==> src/rtl/cntr8_pkg.sv <==
// Shared types and helpers for the shared 8-bit counter controller.
package cntr8_pkg;

  localparam int CNTR_W  = 8;
  localparam int MAX_REQ = 8;

  typedef enum logic [1:0] {
    IDLE = 2'd0,
    RUN  = 2'd1,
    DONE = 2'd2
  } state_t;

  typedef struct packed {
    logic       found;
    logic [2:0] idx;
  } rr_res_t;

  // Round-robin search: first valid index after 'last', wrapping modulo n.
  function automatic rr_res_t rr_pick(input logic [MAX_REQ-1:0] valid,
                                      input logic [2:0]         last,
                                      input int                 n);
    rr_res_t res;
    int      cand;
    res.found = 1'b0;
    res.idx   = 3'd0;
    for (int k = 1; k <= MAX_REQ; k++) begin
      cand = (int'(last) + k) % n;
      if ((k <= n) && !res.found && valid[cand]) begin
        res.found = 1'b1;
        res.idx   = 3'(cand);
      end else begin
        res = res;
      end
    end
    return res;
  endfunction

endpackage

==> src/rtl/cntr8_share_ctrl_if.sv <==
// Request/grant/status bundle between client blocks and the counter scheduler.
interface cntr8_share_ctrl_if #(
  parameter int NREQ = 4,
  parameter int W    = 8
) ();
  localparam int IW = $clog2(NREQ);

  logic [NREQ-1:0]   req_valid;
  logic [NREQ*W-1:0] req_len;
  logic [NREQ-1:0]   req_ready;
  logic              abort;
  logic [NREQ-1:0]   done;
  logic              busy;
  logic [IW-1:0]     owner;
  logic [W-1:0]      count;

  // Client side: raises requests and abort, observes grants and status.
  modport master (
    output req_valid, req_len, abort,
    input  req_ready, done, busy, owner, count
  );

  // Scheduler side.
  modport slave (
    input  req_valid, req_len, abort,
    output req_ready, done, busy, owner, count
  );
endinterface

==> src/rtl/cntr8_core.sv <==
// W-bit up-counter datapath; clear takes priority over enable.
module cntr8_core #(
  parameter int W = 8
) (
  input  logic         clk,
  input  logic         rst,
  input  logic         i_clr,
  input  logic         i_en,
  output logic [W-1:0] o_count
);

  logic [W-1:0] r_count;

  // Counter register: clear, else increment when enabled, else hold.
  always_ff @(posedge clk or posedge rst) begin
    if (rst) begin
      r_count <= '0;
    end else if (i_clr) begin
      r_count <= '0;
    end else if (i_en) begin
      r_count <= r_count + W'(1);
    end else begin
      r_count <= r_count;
    end
  end

  assign o_count = r_count;

endmodule

==> src/rtl/cntr8_share_ctrl.sv <==
// Round-robin scheduler granting one shared counter to NREQ requesters.
module cntr8_share_ctrl
  import cntr8_pkg::*;
#(
  parameter int NREQ = 4,
  parameter int W    = CNTR_W
) (
  input logic               clk,
  input logic               rst,
  cntr8_share_ctrl_if.slave bus
);

  localparam int IW = $clog2(NREQ);

  state_t          r_state;
  state_t          w_state_nxt;
  logic [W-1:0]    r_len;
  logic [IW-1:0]   r_owner;
  logic [IW-1:0]   r_last;
  rr_res_t         w_pick;
  logic [IW-1:0]   w_sel;
  logic            w_hs;
  logic [W-1:0]    w_len_in;
  logic [NREQ-1:0] w_ready;
  logic [NREQ-1:0] w_done;
  logic            w_clr;
  logic            w_en;
  logic [W-1:0]    w_count;

  cntr8_core #(.W(W)) u_core (
    .clk    (clk),
    .rst    (rst),
    .i_clr  (w_clr),
    .i_en   (w_en),
    .o_count(w_count)
  );

  // Arbitration: pick the next requester after the last grant; only offered in IDLE.
  always_comb begin
    w_pick   = rr_pick(MAX_REQ'(bus.req_valid), 3'(r_last), NREQ);
    w_sel    = IW'(w_pick.idx);
    w_hs     = (r_state == IDLE) && w_pick.found;
    w_len_in = bus.req_len[w_sel*W +: W];
    w_ready  = '0;
    if (w_hs) begin
      w_ready[w_sel] = 1'b1;
    end else begin
      w_ready = '0;
    end
  end

  // Completion pulse to the owner in DONE; an abort in that cycle swallows it.
  always_comb begin
    w_done = '0;
    if ((r_state == DONE) && !bus.abort) begin
      w_done[r_owner] = 1'b1;
    end else begin
      w_done = '0;
    end
  end

  // Next-state and counter control; zero-length grants skip RUN entirely.
  always_comb begin
    w_state_nxt = r_state;
    w_clr       = 1'b0;
    w_en        = 1'b0;
    case (r_state)
      IDLE: begin
        w_clr = 1'b1;
        if (w_hs) begin
          w_state_nxt = (w_len_in != '0) ? RUN : DONE;
        end else begin
          w_state_nxt = IDLE;
        end
      end
      RUN: begin
        if (bus.abort) begin
          w_state_nxt = IDLE;
          w_clr       = 1'b1;
        end else begin
          w_en = 1'b1;
          if (w_count == (r_len - W'(1))) begin
            w_state_nxt = DONE;
          end else begin
            w_state_nxt = RUN;
          end
        end
      end
      DONE: begin
        w_state_nxt = IDLE;
        w_clr       = 1'b1;
      end
      default: begin
        w_state_nxt = IDLE;
        w_clr       = 1'b1;
      end
    endcase
  end

  // State, latched length, owner and round-robin pointer.
  always_ff @(posedge clk or posedge rst) begin
    if (rst) begin
      r_state <= IDLE;
      r_len   <= '0;
      r_owner <= '0;
      r_last  <= IW'(NREQ - 1);
    end else begin
      r_state <= w_state_nxt;
      if (w_hs) begin
        r_len   <= w_len_in;
        r_owner <= w_sel;
        r_last  <= w_sel;
      end
    end
  end

  assign bus.req_ready = w_ready;
  assign bus.done      = w_done;
  assign bus.busy      = (r_state != IDLE);
  assign bus.owner     = r_owner;
  assign bus.count     = w_count;

endmodule

==> src/flat_wrapper.sv <==
// flat-port wrapper written by rule: the top's interface ports become plain ports
module cntr8_share_ctrl_flat import cntr8_pkg::*;
#(
  parameter int NREQ = 4,
  parameter int W    = CNTR_W
)
  (clk, rst, bus_req_valid, bus_req_len, bus_abort, bus_req_ready, bus_done, bus_busy, bus_owner, bus_count);
  cntr8_share_ctrl_if #(.NREQ(NREQ), .W(W)) bus_i ();
  input logic clk;
  input logic rst;
  input wire logic [$bits(bus_i.req_valid)-1:0] bus_req_valid;
  input wire logic [$bits(bus_i.req_len)-1:0] bus_req_len;
  input wire logic [$bits(bus_i.abort)-1:0] bus_abort;
  output wire logic [$bits(bus_i.req_ready)-1:0] bus_req_ready;
  output wire logic [$bits(bus_i.done)-1:0] bus_done;
  output wire logic [$bits(bus_i.busy)-1:0] bus_busy;
  output wire logic [$bits(bus_i.owner)-1:0] bus_owner;
  output wire logic [$bits(bus_i.count)-1:0] bus_count;
  assign bus_i.req_valid = bus_req_valid;
  assign bus_i.req_len = bus_req_len;
  assign bus_i.abort = bus_abort;
  assign bus_req_ready = bus_i.req_ready;
  assign bus_done = bus_i.done;
  assign bus_busy = bus_i.busy;
  assign bus_owner = bus_i.owner;
  assign bus_count = bus_i.count;
  cntr8_share_ctrl #(.NREQ(NREQ), .W(W)) u_core (.clk(clk), .rst(rst), .bus(bus_i));
endmodule
==> config.mk <==
export PLATFORM = sky130hd
export DESIGN_NAME = cntr8_share_ctrl_flat
export DESIGN_NICKNAME = d
export VERILOG_FILES = /design/src/rtl/cntr8_pkg.sv /design/src/rtl/cntr8_share_ctrl_if.sv /design/src/rtl/cntr8_core.sv /design/src/rtl/cntr8_share_ctrl.sv /design/src/flat_wrapper.sv
export SDC_FILE = /design/constraint.sdc
export NUM_CORES = 1
export LEC_CHECK = 0
export ABC_CLOCK_PERIOD_IN_PS = 2900
export BUFFER_PORTS_ARGS = -buffer_cell sky130_fd_sc_hd__buf_2
export CAP_MARGIN = 20
export CELL_PAD_IN_SITES_DETAIL_PLACEMENT = 2
export CELL_PAD_IN_SITES_GLOBAL_PLACEMENT = 2
export CORE_MARGIN = 5
export CORE_UTILIZATION = 28
export CTS_CLUSTER_SIZE = 24
export DETAILED_ROUTE_END_ITERATION = 10
export PLACE_DENSITY_LB_ADDON = 0.1
export SKIP_CTS_REPAIR_TIMING = 1
export SLEW_MARGIN = 30
export SYNTH_ARGS = -nofsm -noshare
export SYNTH_HDL_FRONTEND = slang
export SYNTH_SLANG_ARGS = --single-unit
==> constraint.sdc <==
create_clock -name clk -period 2.9 [get_ports clk]
set_clock_uncertainty 0.1 [all_clocks]
set_input_delay 0.145 -clock clk [delete_from_list [all_inputs] [get_ports clk]]
set_output_delay 0.145 -clock clk [all_outputs]
set_load 0.01 [all_outputs]
==> qor.txt, run 1 <==
largest buffer count on any clock path = 2
Worst VDD drop = 0.3360 mV
pre-CTS WS = 645.7 ps
# diodes = 0
FMAX = 420.2 MHz
outcome = complete, no violations
most instantiated cells after synthesis = dfrtp_1, nand2_1, mux2i_1, nor2_1
H-tree levels = 1
crit-path cells = or2_1 > a21oi_1 > nand2_1 > nor2_1 > buf_2
Leakage = 0.9623 nW
Area contributors post-synth = dfrtp_1, mux2i_1, nand2_1
# setup viols final = 0
die width = 85.10 um
Final GP Congestion = 0.8373
clock buffer count from CTS = 3
core area = 0.005507 mm^2
initial antenna violation count = 0
RSZ-0062 raised after global routing = false
vias per std cell = 5.086
Area after DPL = 0.001941 mm^2
Reg-to-Reg Start = u_core.r_len[0]$_DFFE_PP0P_
Syn-to-layout area delta = 28.05%
Final Non-Filler Cells = 301
largest net degree at the start of global routing = 23
CTS Sinks = 22
syn_nets = 213
PnR worst setup slack = 520.2 ps
Yosys cell types = 47
Vias = 1531
Initial Utilization = 28.68%
dpl cells = 296
WHS Endpoint = u_core.r_len[5]$_DFFE_PP0P_
r2r worst-path depth = 7
Final Max Slew Viols = 0
Min-Delay Startpoint = bus_req_len[21]
P_int = 1.008 mW
CP Max Fanout = 12
DR pass1 iterations = 4
WL per Instance = 17.04 um
mean post-synth cell area = 9.180 um^2
Power, Total = 1.751 mW
Fin. Hold Viols = 0
critical path depth = 5
Die ar. = 0.007241 mm^2
Hold Crit Class = in -> reg
HPWL Detailed = 4244 um
Post-Synthesis Cells = 172
CP max stage delay = 420 ps
Hold Path Cell Cnt = 3
critical path's slowest cell = dfrtp_1
post-route setup TNS = 0 ps
transition time of the tightest slew-check pin = 831.8 ps
Logic pwr share = 51.6%
top-area cell type share of the netlist area = 31.70%
CP Data Arrival Time = 2130 ps
DR iter-0 viols = 36
Crit. End Element = output pin
CTS tree = done
fill count = 636
asr flop ratio synth = 100.0%
Hold WS = 122.8 ps
post-synthesis sequential area ratio = 35.02%
row count = 27
Post-synth EDFFs = 0
Slew HR = 44.20%
Syn. warnings = 0
vias in the first global route = 1727
Top FF cell, synth = dfrtp_1
DRC Markers = 0
part of the power in registers = 31.8%
Req. time, crit path = 2650 ps
Power Density = 865.9 mW/mm^2
fraction of layout cells with a size suffix above 1 = 33.62%
Worst-path clk slew = 90 ps
reg-to-reg endpoint = u_core.r_state[0]$_DFF_PP0_
fin nets = 271
IO Port Bufs = 57
Boundary Pins = 58
Net Sw Frac = 42.45%
#FFs+latches synth = 22
CP Buf/Inv Count = 1
first-pass GRT wire length = 8528 um
Root Driver = clkbuf_8
final core utilization = 36.72%
leading area contributor after synthesis = dfrtp_1
crit path launch type = register
grt ovf = 0
Net Switching = 0.7433 mW
clock latency on the worst-skew pair = 270 ps
gr usage total = 14.47%
final WL = 5128 um
Largest delay share family, worst path = simple AND/OR/NAND/NOR gates
Mapped Area = 0.001579 mm^2
FF-to-FF setup slack = 620 ps
crit path kind = reg -> out
min cycle time layout = 2380 ps
Final Cell Area = 0.002022 mm^2
final period utilization = 82.06%
Chip Height = 85.10 um
count of antenna-violating nets left after detailed routing = 0
max cap viols = 0
Clk pwr share = 16.7%
## layout make-up
| class | count | area [um^2] | area share (%) |
|---|---|---|---|
| clock buffers | 3 | 41.29 | 2.042 |
| inverters | 6 | 22.52 | 1.114 |
| multi-input cells | 138 | 982.2 | 48.58 |
| well taps | 72 | 90.09 | 4.455 |
| repair buffers | 59 | 302.8 | 14.98 |
| clock inverters | 1 | 30.03 | 1.485 |
| flip-flops and latches | 22 | 553.0 | 27.35 |
## worst max-delay path by stage
stage                           startpoint                     endpoint  slack [ps]
2_1_floorplan  u_core.r_len[0]$_DFFE_PP0P_  u_core.r_state[0]$_DFF_PP0_         840
3_3_place_gp   u_core.r_len[0]$_DFFE_PP0P_  u_core.r_state[0]$_DFF_PP0_         730
3_5_place_dp   u_core.r_len[0]$_DFFE_PP0P_  u_core.r_state[0]$_DFF_PP0_         650
4_1_cts        u_core.r_state[0]$_DFF_PP0_             bus_req_ready[3]         500
5_1_grt        u_core.r_state[0]$_DFF_PP0_             bus_req_ready[3]         340
6_report       u_core.r_state[0]$_DFF_PP0_             bus_req_ready[3]         520
## cells by family after synthesis
logic type	share of synthesized area, %
AND/OR/NAND/NOR	24.57
flip-flops	35.02
XOR/XNOR	9.826
AO/OA/AOI/OAI	13.95
buffers and inverters	3.011
adder cells (fa/ha/maj)	1.585
multiplexers	12.04
## flip-flops by register name, summed over array words and instances (netlist names)
| name | flops |
|---|---|
| u_core.r_state | 2 |
| u_core.r_len | 8 |
| u_core.bus.owner | 2 |
| u_core.u_core.o_count | 8 |
| u_core.r_last | 2 |
## worst min-delay path, cell delays in order
cell and delay, ps:
buf_2 90, mux2i_1 60, o221ai_1 160
## cell usage in the layout (no fill, tap or decap), types with 2 or more instances in the layout
master / count
clkbuf_8: 3
mux2i_1: 19
dfrtp_1: 20
nand3_1: 6
o221ai_1: 8
xnor2_1: 7
xor2_1: 7
nand2b_1: 3
o21ai_0: 2
nand2_1: 20
a31oi_1: 2
ha_1: 2
a21oi_2: 2
nor4_1: 8
nor2_1: 19
and3_1: 4
nor3b_1: 2
nor3_1: 2
buf_2: 57
dfstp_2: 2
inv_1: 4
## layer usage
layer,GRT usage [%],vias up,routed length [um]
li1,-,745,-
met1,17.84,744,2283
met2,26.13,40,2593
met3,1.748,2,200
met4,4.317,0,50
met5,0,-,0
## power groups by stage
stage	clock network (mW)	registers, mW	logic [mW]
finish	0.292	0.556	0.903
global route	0.309	0.579	1.01
CTS	0.299	0.561	0.923
detailed placement	0	0.564	0.912
global placement	0	0.549	0.884
floorplan	0	0.530	0.686
(Power assumes the default switching activity.)
==> run 2: changes to the inputs <==
--- a/config.mk
+++ b/config.mk
@@ -5,13 +5,14 @@
 export SDC_FILE = /design/constraint.sdc
 export NUM_CORES = 1
 export LEC_CHECK = 0
-export ABC_CLOCK_PERIOD_IN_PS = 2900
+export ABC_AREA = 1
+export ABC_CLOCK_PERIOD_IN_PS = 1900
 export BUFFER_PORTS_ARGS = -buffer_cell sky130_fd_sc_hd__buf_2
 export CAP_MARGIN = 20
 export CELL_PAD_IN_SITES_DETAIL_PLACEMENT = 2
 export CELL_PAD_IN_SITES_GLOBAL_PLACEMENT = 2
 export CORE_MARGIN = 5
-export CORE_UTILIZATION = 28
+export CORE_UTILIZATION = 23
 export CTS_CLUSTER_SIZE = 24
 export DETAILED_ROUTE_END_ITERATION = 10
 export PLACE_DENSITY_LB_ADDON = 0.1
==> constraint.sdc (replaced) <==
create_clock -name clk -period 1.9 [get_ports clk]
set_clock_uncertainty 0.1 [all_clocks]
set_input_delay 0.095 -clock clk [delete_from_list [all_inputs] [get_ports clk]]
set_output_delay 0.095 -clock clk [all_outputs]
set_load 0.01 [all_outputs]
==> qor.txt, run 2 <==
DR pass1 iterations = 4
# setup viols final = 18
grt ovf = 0
crit path kind = reg -> reg
Vias = 2213
most frequent cell after synthesis = nand2_1
Hold Crit Class = in -> reg
DR iter-0 viols = 46
Slew HR = 74.73%
outcome = finished with violations
Die ar. = 0.009431 mm^2
# diodes = 0
transition time of the tightest slew-check pin = 375.6 ps
fill count = 878
DRC Markers = 0
#FFs+latches synth = 22
CP Max Fanout = 7
Power Density = 2477 mW/mm^2
gr usage total = 13.40%
Area after DPL = 0.002405 mm^2
CP Buf/Inv Count = 3
WL per Instance = 15.27 um
fin nets = 422
core area = 0.007331 mm^2
Post-Synthesis Cells = 271
Crit. End Element = register
Mapped Area = 0.001745 mm^2
row count = 31
Yosys cell types = 28
most frequent cells in the layout = nand2_1, buf_2, buf_4
multi-input logic area = 0.001294 mm^2
initial antenna violation count = 0
CP most frequent cell = nand2_2
asr flop ratio synth = 100.0%
mean post-synth cell area = 6.441 um^2
HPWL Detailed = 5253 um
Boundary Pins = 58
top-area cell type share of the netlist area = 28.67%
PnR worst setup slack = -709.9 ps
Largest delay share family, worst path = simple AND/OR/NAND/NOR gates
post-synthesis sequential area ratio = 31.68%
Chip Height = 97.12 um
Req. time, crit path = 1950 ps
largest buffer count on any clock path = 2
Post-synth EDFFs = 0
min cycle time layout = 2610 ps
Worst-path clk slew = 90 ps
crit-path cells = clkinv_4 > nand2_2 > nand2_2 > nand2_2 > nand2_2 > nor2_4 > nand3_2 > nand2_2 > o21ai_1 > buf_4 > buf_4 > nand2_1 > nand2_2 > nor2_1 > nand2_1 > o21ai_2 > nand2_1
Worst VDD drop = 1.031 mV
CP Data Arrival Time = 2660 ps
Initial Utilization = 23.81%
Final Max Slew Viols = 0
CP max stage delay = 630 ps
vias in the first global route = 2320
H-tree levels = 1
Leakage = 1.514 nW
vias per std cell = 4.620
die width = 97.12 um
failing checks = negative setup slack
CTS Sinks = 22
Final Cell Area = 0.002895 mm^2
clock buffer count from CTS = 3
largest net degree at the start of global routing = 24
max cap viols = 0
crit path launch type = register
Area contributors post-synth = dfrtp_1, nand2_1, inv_1
IO Port Bufs = 57
Root Driver = clkbuf_8
Final GP Congestion = 0.7501
CTS tree = done
Hold WS = 166.9 ps
Top FF cell, synth = dfrtp_1
syn_nets = 312
final period utilization = 137.4%
RSZ-0062 raised after global routing = true
count of antenna-violating nets left after detailed routing = 0
final WL = 7316 um
Storage cell area = 553.0 um^2
critical path's slowest cell = dfstp_2
leading area contributor after synthesis = dfrtp_1
FMAX = 383.1 MHz
first-pass GRT wire length = 10720 um
most instantiated cells after synthesis = nand2_1, dfrtp_1, inv_1, nor2_1, nand3_1
Syn-to-layout area delta = 65.88%
fraction of layout cells with a size suffix above 1 = 46.05%
clock latency on the worst-skew pair = 260 ps
Fin. Hold Viols = 0
most common cell after layout, fill and taps aside = nand2_1
Syn. warnings = 0
[run 2: layout make-up]
cell class | count | share of cell area [%]
flip-flops and latches | 22 | 19.10
repair buffers | 110 | 26.66
well taps | 99 | 4.278
clock buffers | 4 | 1.901
multi-input cells | 220 | 44.68
inverters | 24 | 3.371
[run 2: worst paths after layout]
path                       cells past startpoint                            startpoint  slack (ps)                                    to
setup / recovery                              17          u_core.r_last[0]$_DFFE_PP1P_        -710           u_core.r_state[0]$_DFF_PP0_
hold / removal                                 5                             bus_abort         170  u_core.u_core.o_count[6]$_DFFE_PP0P_
hold reg to reg                                1  u_core.u_core.o_count[0]$_DFFE_PP0P_         440  u_core.u_core.o_count[0]$_DFFE_PP0P_
max in group asynchronous                      4                                   rst        1090          u_core.r_last[1]$_DFFE_PP1P_
setup reg to reg                              17          u_core.r_last[0]$_DFFE_PP1P_        -710           u_core.r_state[0]$_DFF_PP0_
min in group asynchronous                      4                                   rst         330           u_core.r_len[7]$_DFFE_PP0P_
[run 2: through the flow]
stage	power [mW]	setup WS, ps	std cells	utilization [%]	setup TNS, ps
after detailed placement	5.336	-656.0	455	32.80	-7389
after floorplan	3.465	-265.7	271	-	-1015
after global routing	7.840	-898.2	479	39.49	-11910
after CTS	5.711	-735.9	459	33.56	-8958
final	7.171	-709.9	479	39.49	-9030
after global placement	5.222	-576.5	455	32.80	-6240
[run 2: tightest hold or removal path: cells and delay by family]
family                 cells  cell delay [ps]
AO/OA/AOI/OAI              2              110
buffers and inverters      2              240
AND/OR/NAND/NOR            1               50
[run 2: kinds of logic after synthesis]
logic type,Yosys count,synth area share (%)
and+or+nand+nor,177,44.30
buffers and inverters,30,7.599
DFF,22,31.68
xor gates and xnor gates,14,7.025
adders and majority gates,2,1.433
AOI/OAI and AO/OA,26,7.957
[run 2: routing by layer]
metal	global-route usage, %	share of wire, %	vias to the layer above
met4	2.592	1.0	0
met5	0	0	-
met2	24.47	54	42
met3	1.508	2.8	6
li1	-	-	1097
met1	16.97	42	1068
[run 2: report_power, final]
part | internal [mW] | total [mW] | switching (mW)
Sequential | 0.660 | 0.853 | 0.193
Combinational | 2.73 | 5.97 | 3.24
Clock | 0.185 | 0.346 | 0.161
